### src/rtl/timer_pkg.sv
// Shared types and constants for the CPU-visible timer block.
package timer_pkg;

    typedef enum logic {RUN, OVF} tmr_state_t;

    localparam logic [1:0] ADDR_DIV  = 2'd0;
    localparam logic [1:0] ADDR_TIMA = 2'd1;
    localparam logic [1:0] ADDR_TMA  = 2'd2;
    localparam logic [1:0] ADDR_TAC  = 2'd3;

    localparam int TAC_EN_BIT  = 2;
    localparam int TAC_SEL_LSB = 0;

endpackage

### src/rtl/timer_tap_edge.sv
// Selects the TIMA clock tap from the system counter and flags its falling edge.
module timer_tap_edge
    import timer_pkg::*;
#(
    parameter int CNT_WIDTH = 16,
    parameter int TAP0      = 9,
    parameter int TAP1      = 3,
    parameter int TAP2      = 5,
    parameter int TAP3      = 7
) (
    input  logic                 clk_in,
    input  logic                 Reset,
    input  logic [CNT_WIDTH-1:0] counter,
    input  logic [2:0]           tac,
    output logic                 tap_q,
    output logic                 inc
);

    logic tap_bit;
    logic tap;
    logic unused_cnt;

    always_comb begin
        tap_bit = 1'b0;
        case (tac[TAC_SEL_LSB +: 2])
            2'd0:    tap_bit = counter[TAP0];
            2'd1:    tap_bit = counter[TAP1];
            2'd2:    tap_bit = counter[TAP2];
            default: tap_bit = counter[TAP3];
        endcase
    end

    // Enable gates the tap, so disabling or reselecting can itself produce an edge.
    assign tap = tac[TAC_EN_BIT] & tap_bit;

    always_ff @(posedge clk_in) begin
        if (Reset) tap_q <= 1'b0;
        else       tap_q <= tap;
    end

    assign inc = tap_q & ~tap;

    // Only four counter bits feed the tap mux.
    assign unused_cnt = ^counter;

endmodule

### src/rtl/timer_ctrl.sv
// Timer controller: system counter, DIV/TIMA/TMA/TAC registers, overflow reload and IRQ.
module timer_ctrl
    import timer_pkg::*;
#(
    parameter int CNT_WIDTH = 16,
    parameter int TAP0      = 9,
    parameter int TAP1      = 3,
    parameter int TAP2      = 5,
    parameter int TAP3      = 7
) (
    input  logic       clk_in,
    input  logic       Reset,
    input  logic       ce,
    input  logic [1:0] addr,
    input  logic       wr_en,
    input  logic [7:0] wr_data,
    output logic [7:0] rd_data,
    output logic       irq_timer
);

    logic [CNT_WIDTH-1:0] counter;
    logic [7:0]           tima, tima_nxt;
    logic [7:0]           tma;
    logic [2:0]           tac;
    tmr_state_t           state, state_nxt;
    logic                 irq_nxt;
    logic                 tap_q;
    logic                 inc;
    logic                 unused_tap;

    logic wr_div, wr_tima, wr_tma, wr_tac;
    assign wr_div  = wr_en && (addr == ADDR_DIV);
    assign wr_tima = wr_en && (addr == ADDR_TIMA);
    assign wr_tma  = wr_en && (addr == ADDR_TMA);
    assign wr_tac  = wr_en && (addr == ADDR_TAC);

    timer_tap_edge #(
        .CNT_WIDTH (CNT_WIDTH),
        .TAP0      (TAP0),
        .TAP1      (TAP1),
        .TAP2      (TAP2),
        .TAP3      (TAP3)
    ) u_tap (
        .clk_in  (clk_in),
        .Reset   (Reset),
        .counter (counter),
        .tac     (tac),
        .tap_q   (tap_q),
        .inc     (inc)
    );

    assign unused_tap = tap_q;

    // DIV write clears the whole counter and beats a same-cycle tick.
    always_ff @(posedge clk_in) begin
        if (Reset) begin
            counter <= '0;
            tma     <= 8'h00;
            tac     <= 3'b000;
        end else begin
            if (wr_div)  counter <= '0;
            else if (ce) counter <= counter + CNT_WIDTH'(1);
            if (wr_tma)  tma <= wr_data;
            if (wr_tac)  tac <= wr_data[2:0];
        end
    end

    always_comb begin
        state_nxt = state;
        tima_nxt  = tima;
        irq_nxt   = 1'b0;
        if (wr_tima) begin
            // CPU write beats increment, and aborts a pending reload.
            tima_nxt  = wr_data;
            state_nxt = RUN;
        end else begin
            case (state)
                RUN: begin
                    if (inc) begin
                        if (tima == 8'hFF) begin
                            tima_nxt  = 8'h00;
                            state_nxt = OVF;
                        end else begin
                            tima_nxt = tima + 8'd1;
                        end
                    end
                end
                OVF: begin
                    // Increments are swallowed while the zero value is held.
                    if (ce) begin
                        tima_nxt  = wr_tma ? wr_data : tma;
                        irq_nxt   = 1'b1;
                        state_nxt = RUN;
                    end
                end
                default: state_nxt = RUN;
            endcase
        end
    end

    always_ff @(posedge clk_in) begin
        if (Reset) begin
            state     <= RUN;
            tima      <= 8'h00;
            irq_timer <= 1'b0;
        end else begin
            state     <= state_nxt;
            tima      <= tima_nxt;
            irq_timer <= irq_nxt;
        end
    end

    always_comb begin
        rd_data = 8'h00;
        case (addr)
            ADDR_DIV:  rd_data = counter[15:8];
            ADDR_TIMA: rd_data = tima;
            ADDR_TMA:  rd_data = tma;
            default:   rd_data = {5'b11111, tac};
        endcase
    end

endmodule
### config.mk
export PLATFORM = sky130hd
export DESIGN_NAME = timer_ctrl
export DESIGN_NICKNAME = d
export VERILOG_FILES = /design/src/rtl/timer_pkg.sv /design/src/rtl/timer_tap_edge.sv /design/src/rtl/timer_ctrl.sv
export SDC_FILE = /design/constraint.sdc
export NUM_CORES = 1
export LEC_CHECK = 0
export ABC_AREA = 1
export BUFFER_PORTS_ARGS = -buffer_cell sky130_fd_sc_hd__buf_2
export CAP_MARGIN = 30
export CORE_MARGIN = 2
export CORE_UTILIZATION = 45
export DETAILED_ROUTE_END_ITERATION = 8
export PLACE_DENSITY = 0.75
export SYNTH_ARGS = -nofsm -noshare
export SYNTH_HDL_FRONTEND = slang
export SYNTH_HIERARCHICAL = 1
export SYNTH_SLANG_ARGS = --single-unit
### constraint.sdc
create_clock -name clk_in -period 1.5 [get_ports clk_in]
set_clock_uncertainty 0.15 [all_clocks]
set_input_delay 0 -clock clk_in [delete_from_list [all_inputs] [get_ports clk_in]]
set_output_delay 0 -clock clk_in [all_outputs]
set_load 0.01 [all_outputs]
# Word-level counts from Yosys, hierarchy flattened

Index checks and enable logic that the tools add are counted.
Widths: inputs -> output; s select.

Output and inout bits: 9
Flip-flop bits (word level): 38

Mux-type cells: 13
Bitwise operators: 4
$add $sub $neg: 2
Eq/ne operators: 8
Reduce and logical (&&, ||, !) cells: 10

Operators with widths:

| kind                  | number |
|---|---|
| $mux 8                | 5 |
| $pmux 8 s3            | 1 |
| $add 16x1->16 const B | 1 |
| $pmux 8 s2            | 1 |
| $add 8x1->8 const B   | 1 |
| $eq 8x8->1 const B    | 1 |
| $eq 2x2->1 const B    | 3 |
| $eq 2x1->1 const B    | 2 |
| $logic_and 1x1->1     | 4 |
| $logic_not 2->1       | 2 |
| $mux 1                | 4 |
| $reduce_or 2->1       | 2 |
| $ne 3x2->1 const B    | 1 |
| $ne 3x3->1 const B    | 1 |
| $pmux 1 s3            | 1 |
| $reduce_or 3->1       | 1 |
| $and 1x1->1           | 2 |
| $not 1->1             | 2 |
| $pmux 1 s2            | 1 |
| $reduce_and 2->1      | 1 |

# Depth between registers and ports, before layout

Depth in word-level cells: 8
Depth in mapped cells: 14

# Cells and area by module

The synthesis kept the hierarchy.

Modules (own cells, without submodules):

| module         | times used | cells an instance | area an instance (um^2) | sequential area each (um^2) |
|---|---|---|---|---|
| timer_ctrl     | 1          | 296               | 2,003.2                 | 740.7 |
| timer_tap_edge | 1          | 13                | 86.3                    | 20.0 |

# Least setup slack after synthesis

Ideal clock, no wire load.

Kind: register to register
From: reg tac[1]
To: reg tima[3]
Library setup time: 122 ps
Path slack: -73 ps
Required time: 1,228 ps
Clock period less this slack: 1,573 ps
Arrival: 1,301 ps
Buffers on the path: 0
Cell stages (with the launch flop): 14
Cells stage by stage: dfxtp_1 inv_2 nand2_1 nand3_2 nand3_2 nand2_1 inv_1 inv_1 nand2_1 o21ai_2 nor2_2 clkinv_1 a21oi_1 a21oi_1

Longest elaborated chain between the ends: 7

RTL lines:

| what                                     | RTL line             | RTL |
|---|---|---|
| start: declaration                       | timer_ctrl.sv:24     | `logic [2:0] tac;` |
| start signal: assignment                 | timer_ctrl.sv:64     | `if (wr_tac) tac <= wr_data[2:0];` |
| $eq 2x2->1, or another cell as far along | timer_tap_edge.sv:25 | `case (tac[TAC_SEL_LSB +: 2])` |
| $pmux 1 s3 *                             | timer_tap_edge.sv:25 |  |
| $and 1x1->1 *                            | timer_tap_edge.sv:34 | `assign tap = tac[TAC_EN_BIT] & tap_bit;` |
| $not 1->1 *                              | timer_tap_edge.sv:41 | `assign inc = tap_q & ~tap;` |
| $and 1x1->1 *                            | timer_tap_edge.sv:41 |  |
| named net inc                            | timer_ctrl.sv:28     | `logic inc;` |
| $ne 3x3->1 (no source line) *            | --                   |  |
| $reduce_and 2->1 (no source line) *      | --                   |  |
| end signal: assignment                   | timer_ctrl.sv:108    | `tima <= tima_nxt;` |
| end: declaration                         | timer_ctrl.sv:22     | `logic [7:0] tima, tima_nxt;` |

Mark *: on every way through the listed nets, which the timed path passes. The rest lies on a longest branch.
A chain may end at the register's enable or synchronous reset.

# Worst setup path after layout

From: reg tac[1]
To: reg tima[0]

The elaborated chain is that of the path after synthesis.

==> results_dict.tcl <==
set metrics [dict create \
    ys_seq_area_share_pct 36.4 \
    synth.top_cell.area_share_pct 36.4 \
    ys.flop_type "dfxtp_1" \
    hold_ws_ns 0.0779 \
    path_cells "inv_2, nand2_2, nand3_2, nand3_2, nand2_1, inv_1, inv_2, nand2_4, o21ai_4, nor2_4, o21ai_1, o21ai_1, inv_1" \
    vias_per_cell 5.51 \
    clock_latency_ns 0.30 \
    layout.nets 394 \
    cts_sinks 38 \
    startpoint_type "register" \
    yosys-top-cells-count "nand2_1, inv_1, dfxtp_1" \
    root_buffer "clkbuf_8" \
    area_growth_pct 38.0 \
    irDropWorstVdd_v 0.000481 \
    gp_congestion 0.973 \
    grt_pass1_wl_um 9780 \
    synth_nets 325 \
    drtIter0Drc 242 \
    cts_tree "done" \
    place_inst 402 \
    netlist_area_um2 2090 \
    cts_buffer_depth 2 \
    grt_remaining_overflow 0 \
    synthArstFlopShare_pct 0 \
    drtPass1Iterations 5 \
    vias 2373 \
    setup_tns_ns -0.862 \
    die_height_um 72.1 \
    period_minus_slack_ns 1.64 \
    setup_violations 8 \
    port_buffers 22 \
    max_freq_mhz 608 \
    die_w_um 72.1 \
    finalNonFillerCells 431 \
    drv_slew 0 \
    endpoint_kind "register" \
    leakage_nw 1.29 \
    grt_pass1_vias 2163 \
    setup_ws_ns -0.144 \
    failed_checks "setup timing" \
    die_area_um2 5200 \
    ys_types 35 \
    ys_top_cells_by_area "dfxtp_1, nand2_1, inv_1" \
    totalWireLength_um 6240 \
    required_ns 1.54 \
    cts_inserted_buffers 5 \
    start_util_pct 47.3 \
    fill_cells 371 \
    final.period_utilization_pct 110 \
    syn_area_per_cell_um2 6.76 \
    maxCapViolCount 0 \
    hold_viol 0 \
    synth_warnings 6 \
    clk_pin_slew_ns 0.08 \
    drive_above_1_share_pct 28.8 \
    synth-seq-cells 38 \
    crit_family "simple AND/OR/NAND/NOR gates" \
    grt_usage_pct 24.3 \
    core_area_um2 4410 \
    rsz0062_at_grt "yes" \
    ios 23 \
    diodes 0 \
    cp_slowest_cell "dfxtp_2" \
    path_buf_inv 4 \
    cp.arrival_ns 1.69 \
    htreeDepth 2 \
    cpPeakStageDelay_ns 0.36 \
    hpwl_um 4280 \
    outcome "finished, violations left" \
    std_cell_rows 24 \
    hp-class "primary input to register" \
    synth_top_cell_by_area "dfxtp_1" \
    relSlewSlack_pct 80.5 \
    ant_nets 0 \
    finalPower_mw 2.47 \
    antenna_found_initial 0 \
    synth.most_common_cell "nand2_1" \
    pwr_density_cell_nw_per_um2 858 \
    grt_max_degree 15 \
    path_class "register to register" \
    route.detailed.drc 0 \
    wl_per_cell_um 14.5 \
    synth_edf_count 0 \
    worst_pin_slew_ns 0.292 \
    syn_inst 309 \
    path_max_fanout 5 \
]
[logic make-up (layout without fill, tap and decap cells)]
family                     count (synthesis)  count (layout)  share of synthesized area (%)
AOI/OAI and AO/OA                         73              73                           20.7
xor gates and xnor gates                   4               4                           1.68
adders and majority gates                  2               2                           1.20
buffers and inverters                     60             130                           11.7
DFF                                       38              38                           36.4
and+or+nand+nor                          132             132                           28.3
[stage by stage]
step,instance area [um2],setup WS [ns],util [%]
floorplan,2090,0.0121,-
global placement,2410,-0.0564,54.6
detailed placement,2410,-0.126,54.6
CTS,2760,-0.0953,62.6
global route,2880,-0.231,65.3
finish,2880,-0.144,65.3
[metal layers]
| metal | track usage, % | part of all wire [%] | vias up |
|---|---|---|---|
| met5 | 0 | 0 | - |
| met4 | 11.3 | 3.2 | 0 |
| met3 | 5.14 | 7.1 | 23 |
| met2 | 36.8 | 45 | 121 |
| met1 | 33.0 | 45 | 1073 |
| li1 | - | - | 1156 |
[power by group]
part	internal, mW	switching, mW	total, mW
clock	0.710	0.397	1.11
sequential	1.04	0.0212	1.06
combinational	0.132	0.175	0.307
[flip-flops by register name, summed over array words and instances (netlist names)]
name,count
u_tap/tap_q,1
tma,8
counter,16
state,1
tima,8
tac,3
irq_timer,1
[tightest hold or removal path, delay by kind of cell]
| family | cells | cell delay (ns) |
|---|---|---|
| AND/OR/NAND/NOR | 1 | 0.04 |
| XOR/XNOR | 1 | 0.13 |
| buffers and inverters | 2 | 0.33 |
[cells in the final DEF (no fill, tap or decap), types with 3 or more instances in the layout]
master	Yosys	final
nand2_1	56	49
inv_1	49	46
dfxtp_1	38	33
nor2_1	35	30
buf_4	3	30
a21oi_1	26	23
buf_2	0	22
nand3_1	16	15
o21ai_0	20	14
dlygate4sd3_1	0	13
o21ai_1	7	11
inv_2	4	7
o221ai_1	7	7
nand2_2	3	7
nor2_2	4	6
clkbuf_8	0	6
nand4_1	5	5
nor3_1	6	5
nor2_4	1	4
nand3_2	3	4
dfxtp_2	0	4
o21a_1	3	3
a21oi_2	0	3
nand2_4	0	3
xnor2_1	3	3
[path summary, 6_finish.rpt]
kind / from / to / slack, ns / cells past startpoint
max: tac[1]$_SDFFE_PP0P_ / tima[0]$_SDFFE_PP0P_ / -0.14 / 13
min: ce / counter[0]$_SDFFE_PP0P_ / 0.08 / 4
max reg2reg: tac[1]$_SDFFE_PP0P_ / tima[0]$_SDFFE_PP0P_ / -0.14 / 13
min reg2reg: counter[12]$_SDFFE_PP0P_ / counter[12]$_SDFFE_PP0P_ / 0.32 / 2
[layout make-up]
type                            instances  area [um2]  area share [%]
Inverter                               54         205            7.12
Clock buffer                            6        82.6            2.86
Clock inverter                          2        60.1            2.08
Multi-Input combinational cell        211        1200            41.6
Tap cell                               52        65.1            2.26
Sequential cell                        38         769            26.7
Timing Repair Buffer                   68         502            17.4
[what timing repair did]
| action | 4_1_cts | 5_1_grt |
|---|---|---|
| endpoints found under the hold margin | 24 | 0 |
| buffers inserted | 3 | 4 |
| gates resized for setup | 9 | 38 |
| pin swaps | 4 | 15 |
| endpoints found under the setup margin | 10 | 22 |
| hold buffers | 16 | 0 |
Power figures use the tool's default switching activity.
